## config.mk

```make
export PLATFORM = sky130hd
export DESIGN_NAME = pipe_slice
export DESIGN_NICKNAME = d
export VERILOG_FILES = /design/src/rtl/pipe_pkg.sv /design/src/rtl/pipe_slice_reg.sv /design/src/rtl/pipe_slice.sv
export SDC_FILE = /design/constraint.sdc
export NUM_CORES = 1
export LEC_CHECK = 0
export BUFFER_PORTS_ARGS = -buffer_cell sky130_fd_sc_hd__buf_2
export CORE_AREA = 2 2 52 79
export DETAILED_ROUTE_END_ITERATION = 12
export DIE_AREA = 0 0 54 81
export GPL_ROUTABILITY_DRIVEN = 0
export PLACE_DENSITY = 0.75
export SLEW_MARGIN = 20
export SYNTH_ARGS = -nofsm -noshare
export SYNTH_HDL_FRONTEND = slang
export SYNTH_HIERARCHICAL = 1
export SYNTH_SLANG_ARGS = --single-unit
```

## constraint.sdc

```tcl
create_clock -name clk -period 1.5 [get_ports clk]
set_input_delay 0.075 -clock clk [delete_from_list [all_inputs] [get_ports clk]]
set_output_delay 0.075 -clock clk [all_outputs]
set_load 0.005 [all_outputs]
```

## src/rtl/pipe_pkg.sv

```systemverilog
`default_nettype none
// ============================================================================
//  Module   : pipe_pkg (package)
//  Purpose  : Shared widths and control-field bit positions for the ID->EX
//             pipeline slice. Decode packs the control word with these
//             positions and EX unpacks it with the same constants.
//  Revision : 1.0 - initial release
// ============================================================================
package pipe_pkg;

    // Default payload widths
    localparam int c_DATA_W          = 16;
    localparam int c_CTRL_W          = 12;

    // Control-word bit positions (bits 10..11 reserved)
    localparam int c_CTRL_WEN        = 0;
    localparam int c_CTRL_ALU_OP_LSB = 1;
    localparam int c_CTRL_ALU_OP_W   = 4;
    localparam int c_CTRL_BRANCH     = 5;
    localparam int c_CTRL_JAL        = 6;
    localparam int c_CTRL_JR         = 7;
    localparam int c_CTRL_LW         = 8;
    localparam int c_CTRL_SW         = 9;

endpackage : pipe_pkg
`default_nettype wire

```

## src/rtl/pipe_slice_reg.sv

```systemverilog
`default_nettype none
// ============================================================================
//  Module   : pipe_slice_reg
//  Purpose  : Enable-loaded control+data register with a valid bit. Used as
//             the main entry and, when the skid option is built, the skid
//             entry of pipe_slice.
//  Ports    : clk, rst_n (async, active-low), clr (sync kill of valid/ctrl),
//             load (capture d_*), d_valid/d_ctrl/d_data in,
//             q_valid/q_ctrl/q_data out.
//  Notes    : ctrl is zeroed whenever the entry is invalid so a bubble never
//             carries writes or branches. data is left untouched by clr and
//             by loading an invalid entry.
//  Revision : 1.0 - initial release
// ============================================================================
module pipe_slice_reg
    import pipe_pkg::*;
#(
    parameter int CTRL_W = c_CTRL_W,
    parameter int DATA_W = c_DATA_W
) (
    input  logic              clk,
    input  logic              rst_n,
    input  logic              clr,
    input  logic              load,
    input  logic              d_valid,
    input  logic [CTRL_W-1:0] d_ctrl,
    input  logic [DATA_W-1:0] d_data,
    output logic              q_valid,
    output logic [CTRL_W-1:0] q_ctrl,
    output logic [DATA_W-1:0] q_data
);

    logic              r_valid;
    logic [CTRL_W-1:0] r_ctrl;
    logic [DATA_W-1:0] r_data;

    always_ff @(posedge clk or negedge rst_n) begin
        if (!rst_n) begin
            r_valid <= 1'b0;
            r_ctrl  <= '0;
            r_data  <= '0;
        end else if (clr) begin
            r_valid <= 1'b0;
            r_ctrl  <= '0;
        end else if (load) begin
            r_valid <= d_valid;
            r_ctrl  <= d_valid ? d_ctrl : '0;
            if (d_valid) begin
                r_data <= d_data;
            end
        end
    end

    assign q_valid = r_valid;
    assign q_ctrl  = r_ctrl;
    assign q_data  = r_data;

endmodule : pipe_slice_reg
`default_nettype wire

```

## src/rtl/pipe_slice.sv

```systemverilog
`default_nettype none
// ============================================================================
//  Module   : pipe_slice
//  Purpose  : ID->EX pipeline register slice with valid/ready handshake,
//             flush and occupancy reporting. All out_* are driven straight
//             from flops.
//  Config   : PIPE_SLICE_SKID_EN defined   -> capacity 2 (main + skid),
//                                             in_ready registered.
//             PIPE_SLICE_SKID_EN undefined -> capacity 1, in_ready =
//                                             !out_valid | out_ready.
//  Ports    : clk, rst_n (async, active-low), flush,
//             in_valid/in_ready/in_ctrl/in_data   (from decode),
//             out_valid/out_ready/out_ctrl/out_data (to execute),
//             occupancy (entries held, 0..2).
//  Revision : 1.0 - initial release
// ============================================================================
module pipe_slice
    import pipe_pkg::*;
#(
    parameter int DATA_W = c_DATA_W,
    parameter int CTRL_W = c_CTRL_W
) (
    input  logic              clk,
    input  logic              rst_n,
    input  logic              flush,
    input  logic              in_valid,
    output logic              in_ready,
    input  logic [CTRL_W-1:0] in_ctrl,
    input  logic [DATA_W-1:0] in_data,
    output logic              out_valid,
    input  logic              out_ready,
    output logic [CTRL_W-1:0] out_ctrl,
    output logic [DATA_W-1:0] out_data,
    output logic [1:0]        occupancy
);

    // Main register is free to load when empty or being consumed this cycle
    logic              w_main_free;
    logic              w_accept;
    logic              w_main_d_valid;
    logic [CTRL_W-1:0] w_main_d_ctrl;
    logic [DATA_W-1:0] w_main_d_data;

    assign w_main_free = !out_valid | out_ready;

`ifdef PIPE_SLICE_SKID_EN
    logic              r_in_ready;
    logic              w_skid_valid;
    logic [CTRL_W-1:0] w_skid_ctrl;
    logic [DATA_W-1:0] w_skid_data;
    logic              w_skid_load;
    logic              w_skid_d_valid;
    logic              w_skid_next_valid;

    assign w_accept = in_valid & r_in_ready;

    // A held skid entry always has priority into main; in_ready is low
    // while skid is occupied, so no new entry can compete with it.
    assign w_main_d_valid = w_skid_valid | w_accept;
    assign w_main_d_ctrl  = w_skid_valid ? w_skid_ctrl : in_ctrl;
    assign w_main_d_data  = w_skid_valid ? w_skid_data : in_data;

    // Skid captures an accept that main cannot take, and empties when its
    // entry moves forward into main.
    assign w_skid_d_valid    = w_accept & !w_main_free;
    assign w_skid_load       = w_skid_d_valid | (w_skid_valid & w_main_free);
    assign w_skid_next_valid = w_skid_valid ? !w_main_free : w_skid_d_valid;

    always_ff @(posedge clk or negedge rst_n) begin
        if (!rst_n) begin
            r_in_ready <= 1'b1;
        end else if (flush) begin
            r_in_ready <= 1'b1;
        end else begin
            r_in_ready <= !w_skid_next_valid;
        end
    end

    pipe_slice_reg #(
        .CTRL_W (CTRL_W),
        .DATA_W (DATA_W)
    ) u_skid (
        .clk     (clk),
        .rst_n   (rst_n),
        .clr     (flush),
        .load    (w_skid_load),
        .d_valid (w_skid_d_valid),
        .d_ctrl  (in_ctrl),
        .d_data  (in_data),
        .q_valid (w_skid_valid),
        .q_ctrl  (w_skid_ctrl),
        .q_data  (w_skid_data)
    );

    assign in_ready  = r_in_ready;
    assign occupancy = {1'b0, out_valid} + {1'b0, w_skid_valid};
`else
    assign w_accept       = in_valid & w_main_free;
    assign w_main_d_valid = w_accept;
    assign w_main_d_ctrl  = in_ctrl;
    assign w_main_d_data  = in_data;

    assign in_ready  = w_main_free;
    assign occupancy = {1'b0, out_valid};
`endif

    pipe_slice_reg #(
        .CTRL_W (CTRL_W),
        .DATA_W (DATA_W)
    ) u_main (
        .clk     (clk),
        .rst_n   (rst_n),
        .clr     (flush),
        .load    (w_main_free),
        .d_valid (w_main_d_valid),
        .d_ctrl  (w_main_d_ctrl),
        .d_data  (w_main_d_data),
        .q_valid (out_valid),
        .q_ctrl  (out_ctrl),
        .q_data  (out_data)
    );

endmodule : pipe_slice
`default_nettype wire

```

==> impl_metrics.csv, run 1 <==
group,metric,value,unit
timing,worstMarginPinSlew,646.9,ps
place,hpwl,1856,um
layout,final.fill_count,379,
timing,period_minus_slack,1447,ps
routing,vias,941,
critical_path,worst-path-max-fanout,11,
logic_synthesis,syn_nets,128,
timing,hold_violations,0,
die,dieWidth,54,um
die,rows,28,
logic_synthesis,syn_area,0.001249,mm2
timing,max_slew_margin,56.87,%
critical_path,crit_slowest_cell,"dfrtp_1",
logic_synthesis,avgSynthCellArea,13.14,um2
pwr,netSwitchingPower,479.7,uW
layout,regArea,725.7,um2
pwr,max-vdd-ir-drop,0.6737,mV
pwr,power,2.123,mW
critical_path,endpoint_kind,"register",
critical_path,cpPeakStageDelay,430,ps
pwr,clock_power_share,38.9,%
grt,grt_pass1_wl,3898,um
clock_network,root_buffer,"clkbuf_8",
grt,antenna_found_initial,0,
layout,drive_gt1_share,57.06,%
pwr,swShare,22.59,%
timing,setup_viol,0,
layout,final_nets,195,
clock_network,cts_tree,"built",
timing,fin_worst_skew,4.208,ps
logic_synthesis,synth_commonest_cells,"dfrtp_1, a21oi_1, nand2b_1, nand3_1, mux2_4",
critical_path,ff2ff_setup_slack,50,ps
layout,multiInputGateArea,493.0,um2
worst_hold_path,hold_depth,2,
logic_synthesis,yosysMostFrequentCell,"dfrtp_1",
layout,antenna_cells,0,
logic_synthesis,yosysTopAreaCellShare,58.12,%
logic_synthesis,yosys-top-cells-area,"dfrtp_1, mux2_4, nand2b_1",
critical_path,cp_top_family,"simple AND/OR/NAND/NOR gates",
die,core,0.003784,mm2
grt,track_usage,12.36,%
layout,finalNonFillerCells,208,
layout,synthToLayoutAreaGrowth,39.28,%
routing,routed_via_density,4.524,
routing,post-route-drc-count,0,
die,start_util,33.00,%
worst_hold_path,hp-class,"input port to register",
pwr,p_per_area,1221,mW/mm2
place,dp.cells,198,
logic_synthesis,synth_edf_count,0,
pwr,power_frac_comb,17.2,%
clock_network,clock-sinks,29,
die,num_io_pins,65,
logic_synthesis,ys_seq_area_share,58.12,%
critical_path,start_kind,"register",
routing,dr.first_iter.drc_count,7,
logic_synthesis,synth_area_leader_cell,"dfrtp_1",
clock_network,clkTransAtPathRegs,60,ps
grt,gr-total-overflow,0,
logic_synthesis,async_reset_ff_share,100.0,%
critical_path,critPathBufInv,0,
place,io_buffers,63,
pwr,power.internal,1.644,mW
logic_synthesis,synth_flop_cell,"dfrtp_1",
clock_network,htreeDepth,2,
logic_synthesis,synth_warnings,6,
pwr,p_leak,0.9190,nW
critical_path,path_class,"register to register",
critical_path,ff2ff_path_depth,4,
clock_network,insertion_delay,270,ps
grt,grt_pass1_vias,904,
critical_path,cp.depth,4,
routing,wl_per_cell,12.84,um
flow_run,maxCapViolations,0,
timing,finalSetupTns,0,ps
timing,report.final.slew_viol_count,0,
logic_synthesis,synthCells,95,
timing,timing.fmax,691.2,MHz
pwr,sequentialPowerShare,43.9,%
grt,grt_start_max_net_pins,30,
logic_synthesis,synth-seq-cells,29,
critical_path,path_cells,"nand2b_4 -> and2_4 -> nand3b_4 -> mux2_4",
critical_path,cp.required,1660,ps
logic_synthesis,yosys.cell_types.count,16,
clock_network,cts_buffers,5,
clock_network,max-clock-path-buffers,2,
critical_path,crit_arrival,1600,ps
die,die_area,0.004374,mm2
die,fp.dieH,81,um
routing,wirelength,2670,um
timing,fin_crit_sh,96.46,%
status,status,"completed",
routing,ant_nets,0,
routing,dr.pass1.iters,4,
==> layout by cell type, fill, tap and decap left out, drive strengths merged <==
master / n
a21oi: 12
and2: 1
buf: 66
bufinv: 1
clkbuf: 7
conb: 1
dfrtp: 29
dlygate4sd3: 1
mux2: 16
mux2i: 1
nand2b: 13
nand3: 12
nand3b: 2
nor2: 1
==> repair_timing <==
action	in CTS	in global routing
hold endpoints to repair	29	0
gates resized for setup	0	1
endpoints found under the setup margin	0	16
setup buffers	0	0
hold buffers	1	0
==> worst paths after layout <==
check                                              start                             to
min                                          in_data[13]  u_main/q_data[13]$_DFFE_PN0P_
max                           u_main/q_valid$_DFFE_PN0P_  u_main/q_data[10]$_DFFE_PN0P_
max reg2reg                   u_main/q_valid$_DFFE_PN0P_  u_main/q_data[10]$_DFFE_PN0P_
min in group asynchronous                          rst_n   u_main/q_data[0]$_DFFE_PN0P_
max in group asynchronous                          rst_n   u_main/q_ctrl[7]$_DFFE_PN0P_
min reg2reg                u_main/q_data[15]$_DFFE_PN0P_  u_main/q_data[15]$_DFFE_PN0P_
==> cell families (layout without fill, tap and decap cells) <==
group / Yosys count / after routing / share of synthesized area (%)
other: 1 / 1 / 0.3003
flip-flops: 29 / 29 / 58.12
multiplexers: 17 / 17 / 18.24
buffers and inverters: 8 / 75 / 4.007
AO/OA/AOI/OAI: 12 / 12 / 4.810
AND/OR/NAND/NOR: 28 / 29 / 14.53
==> metrics by stage <==
stage	setup slack, ps	hold WS (ps)	instance area (um2)	util, %
6_report	53.17	25.86	1739	45.97
5_1_grt	-6.628	8.597	1739	45.97
4_1_cts	9.769	14.07	1719	45.44
3_5_place_dp	14.06	152.4	1593	42.10
3_3_place_gp	57.48	135.6	1593	42.10
2_1_floorplan	128.2	-220.6	1249	-
==> power by group through the flow <==
stage	clock, mW	combinational, mW	sequential [mW]
final	0.827	0.364	0.932
after global routing	0.893	0.401	0.947
after detailed placement	0	0.367	0.941
after CTS	0.865	0.366	0.933
after global placement	0	0.355	0.944
after floorplan	0	0.177	0.953
==> flip-flops by register name, indices dropped and copies added (netlist names) <==
register / flops
u_main/q_ctrl: 12
u_main/q_valid: 1
u_main/q_data: 16
==> metal layers <==
metal	vias to the layer above	global-route usage, %	share of wire (%)
li1	455	-	-
met1	433	14.49	40
met2	51	19.63	51
met3	2	6.066	8.5
met4	0	3.750	0.60
met5	-	0	0
==> worst reg2reg max path: cells and delay by family (launching register included) <==
kind	cells	cell delay, ps
multiplexers	1	340
AND/OR/NAND/NOR	3	560
flip-flops	1	430
==> final cells by class <==
type                            instances  share of cell area, %
Sequential cell                        29                  41.73
Clock buffer                            7                  4.964
Timing Repair Buffer                   67                  20.00
Tap cell                               45                  3.237
Clock inverter                          1                  1.727
Multi-Input combinational cell         59                  28.35
Power figures use the tool's default switching activity.
==> run 2: changes to the inputs <==
--- a/config.mk
+++ b/config.mk
@@ -7,9 +7,9 @@
 export LEC_CHECK = 0
 export BUFFER_PORTS_ARGS = -buffer_cell sky130_fd_sc_hd__buf_2
 export CORE_AREA = 2 2 52 79
+export CTS_BUF_LIST = sky130_fd_sc_hd__clkbuf_4 sky130_fd_sc_hd__clkbuf_8
 export DETAILED_ROUTE_END_ITERATION = 12
 export DIE_AREA = 0 0 54 81
-export GPL_ROUTABILITY_DRIVEN = 0
 export PLACE_DENSITY = 0.75
 export SLEW_MARGIN = 20
 export SYNTH_ARGS = -nofsm -noshare
==> constraint.sdc (replaced) <==
create_clock -name clk -period 1.5 [get_ports clk]
set_input_delay 0.15 -clock clk [delete_from_list [all_inputs] [get_ports clk]]
set_output_delay 0.15 -clock clk [all_outputs]
set_load 0.005 [all_outputs]
==> run 2 against run 1 <==
- non-clock buffer count stayed put
- hold slack better by 75 ps
- critical endpoint unchanged
- core utilization is 0.099 points higher
- final area is 0.22% higher
- clock power is 2% higher
==> impl_metrics.csv, run 2 (synthesis results as in run 1) <==
group,metric,value,unit
layout,largest_register_ff_count,16,
place,place_congestion,0.6462,
die,dieWidth,54,um
grt,grt_pass1_wl,3898,um
pwr,p_leak,0.9225,nW
worst_hold_path,hold_depth,2,
critical_path,crit_arrival,1610,ps
timing,period_minus_slack,1448,ps
die,start_util,33.00,%
die,fp.dieH,81,um
critical_path,critPathBufInv,0,
critical_path,reg2reg_from,"u_main/q_valid$_DFFE_PN0P_",
timing,timing.fmax,690.6,MHz
critical_path,endpoint_kind,"register",
worst_hold_path,hp-class,"input port to register",
clock_network,cts_tree,"built",
clock_network,cts_buffers,5,
timing,worstMarginPinSlew,650.5,ps
clock_network,insertion_delay,270,ps
place,hpwl,1856,um
die,num_io_pins,65,
timing,fin_crit_sh,96.53,%
critical_path,worstReg2RegEnd,"u_main/q_data[10]$_DFFE_PN0P_",
critical_path,cp.required,1660,ps
clock_network,root_buffer,"clkbuf_8",
grt,gr-total-overflow,0,
clock_network,htreeDepth,2,
critical_path,path_cells,"nand2b_4 -> and2_4 -> nand3b_4 -> mux2_4",
routing,vias,946,
layout,final_common_cell,"buf_2",
die,die_area,0.004374,mm2
flow_run,maxCapViolations,0,
routing,ant_nets,0,
timing,fin_worst_skew,4.185,ps
timing,report.final.slew_viol_count,0,
timing,hold_violations,0,
timing,setup_viol,0,
worst_hold_path,hold_start,"in_data[13]",
routing,routed_via_density,4.548,
routing,dr.first_iter.drc_count,7,
critical_path,worst-path-max-fanout,11,
grt,antenna_found_initial,0,
die,rows,28,
clock_network,max-clock-path-buffers,2,
layout,drive_gt1_share,57.67,%
pwr,p_per_area,1229,mW/mm2
worst_hold_path,hold_end,"u_main/q_data[13]$_DFFE_PN0P_",
layout,mostFrequentLayoutCells,"buf_2, dfrtp_1, nand2b_1, nand3_1, a21oi_1",
layout,final.fill_count,378,
layout,synthToLayoutAreaGrowth,39.58,%
grt,grt_start_max_net_pins,30,
timing,max_slew_margin,56.64,%
routing,dr.pass1.iters,3,
critical_path,crit_start,"u_main/q_valid$_DFFE_PN0P_",
critical_path,start_kind,"register",
critical_path,cp.depth,4,
critical_path,path_class,"register to register",
routing,wl_per_cell,12.83,um
place,place_area,0.001593,mm2
grt,track_usage,12.36,%
clock_network,clkTransAtPathRegs,60,ps
grt,grt_pass1_vias,904,
critical_path,ff2ff_path_depth,4,
layout,final_area,0.001743,mm2
layout,final_core_util,46.06,%
critical_path,cp_top_family,"simple AND/OR/NAND/NOR gates",
critical_path,crit_slowest_cell,"dfrtp_1",
critical_path,cpPeakStageDelay,430,ps
routing,post-route-drc-count,0,
layout,final_nets,195,
routing,wirelength,2669,um
place,io_buffers,63,
status,status,"completed",
pwr,max-vdd-ir-drop,0.6912,mV
critical_path,ff2ff_setup_slack,50,ps
clock_network,cts_setup_buffers,0,
layout,antenna_cells,0,
clock_network,clock-sinks,29,
die,core,0.003784,mm2
[run 2: layout make-up]
cell class              count  area [um2]  share of cell area (%)
flip-flops and latches     29       725.7                   41.64
repair buffers             67       347.8                   19.96
clock inverters             1       30.03                   1.723
clock buffers               7       90.09                   5.169
well taps                  45       56.30                   3.230
multi-input cells          59       493.0                   28.28
[run 2: routing by layer]
| metal | wire [um] | GRT usage (%) | share of wire (%) |
|---|---|---|---|
| met5 | 0 | 0 | 0 |
| met4 | 16 | 3.750 | 0.60 |
| met3 | 228 | 6.066 | 8.5 |
| met2 | 1375 | 19.63 | 52 |
| met1 | 1048 | 14.49 | 39 |
[run 2: timing repair]
item                                   CTS  global route
hold buffers                             1             0
endpoints found under the hold margin   29             0
resized for setup                        0             1
setup endpoints to repair                0            16
[run 2: worst max-delay path by stage]
stage,endpoint,slack (ps)
4_1_cts,u_main/q_data[10]$_DFFE_PN0P_,10
2_1_floorplan,u_main/q_data[10]$_DFFE_PN0P_,130
3_5_place_dp,u_main/q_data[5]$_DFFE_PN0P_,10
3_3_place_gp,u_main/q_data[14]$_DFFE_PN0P_,60
5_1_grt,u_main/q_data[10]$_DFFE_PN0P_,-7
6_report,u_main/q_data[10]$_DFFE_PN0P_,50
[run 2: stage by stage]
| step | hold WS, ps | power, mW | TNS [ps] | setup WS [ps] | cells |
|---|---|---|---|---|---|
| 6_report | 100.7 | 2.142 | 0 | 51.99 | 208 |
| 4_1_cts | 89.25 | 2.182 | 0 | 9.769 | 207 |
| 5_1_grt | 83.35 | 2.259 | -15.33 | -6.628 | 208 |
| 2_1_floorplan | -145.6 | 1.129 | 0 | 128.2 | 95 |
| 3_5_place_dp | 227.4 | 1.308 | 0 | 14.06 | 198 |
| 3_3_place_gp | 210.6 | 1.298 | 0 | 57.48 | 198 |
[run 2: worst reg2reg max path: cells and delay by family (launching register included)]
| kind | cells | cell delay (ps) |
|---|---|---|
| flip-flops | 1 | 430 |
| multiplexers | 1 | 340 |
| AND/OR/NAND/NOR | 3 | 560 |
[run 2: power by group]
part	total, mW	internal (mW)	switching (mW)
logic	0.364	0.222	0.142
clock network	0.845	0.559	0.286
registers	0.933	0.880	0.0521
total	2.14	1.66	0.480
==> run 3: changes to the inputs <==
--- a/config.mk
+++ b/config.mk
@@ -6,11 +6,11 @@
 export NUM_CORES = 1
 export LEC_CHECK = 0
 export BUFFER_PORTS_ARGS = -buffer_cell sky130_fd_sc_hd__buf_2
-export CORE_AREA = 2 2 52 79
+export CORE_AREA = 2 2 46 69
 export CTS_BUF_LIST = sky130_fd_sc_hd__clkbuf_4 sky130_fd_sc_hd__clkbuf_8
 export DETAILED_ROUTE_END_ITERATION = 12
-export DIE_AREA = 0 0 54 81
-export PLACE_DENSITY = 0.75
+export DIE_AREA = 0 0 48 71
+export PLACE_DENSITY = 0.91
 export SLEW_MARGIN = 20
 export SYNTH_ARGS = -nofsm -noshare
 export SYNTH_HDL_FRONTEND = slang
==> run 3 against run 2 <==
- die area decreased by 22%
- wire length grew 3.4%
- sequential share of layout area increased by 0.64 points
- non-clock buffer count is 1 higher
- final area down 1.5%
- register-to-register slack better by 40 ps
- clock skew shrank 0.87 ps
- core utilization grew 14 points
- final cell count fell by 2.9%
- critical path depth is 1 higher
- worst setup slack improved by 44 ps
- count of clock-buffer cells in the layout is the same
==> impl_metrics.csv, run 3 (synthesis results as in run 1) <==
group,metric,value,unit
die,core,0.002853,mm2
grt,gr-total-overflow,0,
timing,setup_viol,0,
grt,grt_pass1_vias,949,
layout,mostFrequentLayoutCells,"buf_2, dfrtp_1, nand2b_1, nand3_1, a21oi_1",
timing,report.final.slew_viol_count,0,
timing,max_slew_margin,58.38,%
clock_network,cts_buffers,5,
clock_network,insertion_delay,270,ps
layout,finalNonFillerCells,202,
critical_path,worst-path-max-fanout,7,
pwr,p_per_area,1168,mW/mm2
pwr,p_leak,0.9137,nW
die,dieWidth,48,um
pwr,max-vdd-ir-drop,0.8065,mV
critical_path,cpPeakStageDelay,420,ps
timing,period_minus_slack,1404,ps
place,place_congestion,0.7568,
clock_network,cts_tree,"built",
die,rows,24,
timing,finalSetupTns,0,ps
layout,final.fill_count,245,
critical_path,path_class,"register to register",
grt,track_usage,17.19,%
die,fp.dieH,71,um
timing,holdWs,102.4,ps
die,start_util,43.77,%
place,hpwl,2082,um
critical_path,crit_arrival,1560,ps
grt,antenna_found_initial,0,
routing,post-route-drc-count,0,
clock_network,postCtsResizedCells,0,
clock_network,clkTransAtPathRegs,60,ps
critical_path,endpoint_kind,"register",
routing,ant_nets,0,
timing,setup_ws,95.67,ps
timing,rsz0062_at_grt,"false",
critical_path,path_cells,"nand2b_4 -> and2_4 -> nand3b_4 -> buf_4 -> mux2_2",
layout,drive_gt1_share,57.67,%
timing,fin_worst_skew,3.313,ps
clock_network,root_buffer,"clkbuf_8",
layout,synthToLayoutAreaGrowth,37.48,%
flow_run,maxCapViolations,0,
routing,wirelength,2760,um
grt,grt_start_max_net_pins,30,
die,die_area,0.003408,mm2
die,num_io_pins,65,
clock_network,clock-sinks,29,
layout,regArea,725.7,um2
critical_path,ff2ff_setup_slack,100,ps
routing,dr.first_iter.drc_count,10,
clock_network,max-clock-path-buffers,2,
place,io_buffers,63,
worst_hold_path,hp-class,"input port to register",
routing,routed_via_density,4.748,
timing,timing.fmax,712.1,MHz
routing,vias,959,
clock_network,htreeDepth,2,
timing,hold_violations,0,
critical_path,cp.required,1660,ps
status,status,"completed",
routing,wl_per_cell,13.66,um
critical_path,start_kind,"register",
timing,worstMarginPinSlew,624.3,ps
critical_path,crit_slowest_cell,"dfrtp_1",
place,place_ws,23.40,ps
layout,largest_register_ff_count,16,
layout,final_common_cell,"buf_2",
routing,dr.pass1.iters,2,
timing,fin_crit_sh,93.62,%
layout,final_nets,195,
place,dp.cells,191,
layout,multiInputGateArea,473.0,um2
grt,grt_pass1_wl,4140,um
layout,antenna_cells,0,
[run 3: stage by stage]
stage	area, um2	utilization [%]	power, mW
floorplan	1249	-	1.129
CTS	1689	59.21	2.014
global route	1717	60.18	2.099
global placement	1578	55.31	1.289
finish	1717	60.18	2.005
detailed placement	1578	55.31	1.317
[run 3: where the power goes]
group          switching, mW  internal (mW)  total, mW
combinational          0.145          0.226      0.371
sequential            0.0569          0.881      0.938
clock                  0.282          0.414      0.696
total                  0.485           1.52       2.01
[run 3: area by class of cell]
cell class,count,share of cell area [%]
Tap cell,39,2.843
Timing Repair Buffer,68,21.43
Sequential cell,29,42.27
Multi-Input combinational cell,58,27.55
Clock buffer,7,5.612
Clock inverter,1,0.2915
[run 3: repair_timing]
action	4_1_cts	5_1_grt
hold buffers	1	0
hold endpoints to repair	29	0
setup endpoints to repair	0	16
buffers inserted	0	2
[run 3: worst paths after layout]
path	start	to	cells after the start
worst max-delay path	u_main/q_valid$_DFFE_PN0P_	u_main/q_data[3]$_DFFE_PN0P_	5
worst min-delay path	in_data[8]	u_main/q_data[8]$_DFFE_PN0P_	2
worst max register to register	u_main/q_valid$_DFFE_PN0P_	u_main/q_data[3]$_DFFE_PN0P_	5
worst min register to register	u_main/q_data[12]$_DFFE_PN0P_	u_main/q_data[12]$_DFFE_PN0P_	1
max in group asynchronous	rst_n	u_main/q_ctrl[9]$_DFFE_PN0P_	2
min in group asynchronous	rst_n	u_main/q_ctrl[2]$_DFFE_PN0P_	2
[run 3: per-layer routing]
layer	vias to the layer above	track usage, %	wire (um)
met5	-	0	0
met1	465	19.42	1014
met4	0	6.306	36
li1	452	-	-
met2	39	29.63	1544
met3	3	4.082	164
[run 3: worst max-delay path, delay by kind of cell, from the launching register on]
kind / cells / cell delay (ps)
flops: 1 / 420
mux: 1 / 340
simple gates: 3 / 370
buf+inv: 1 / 150
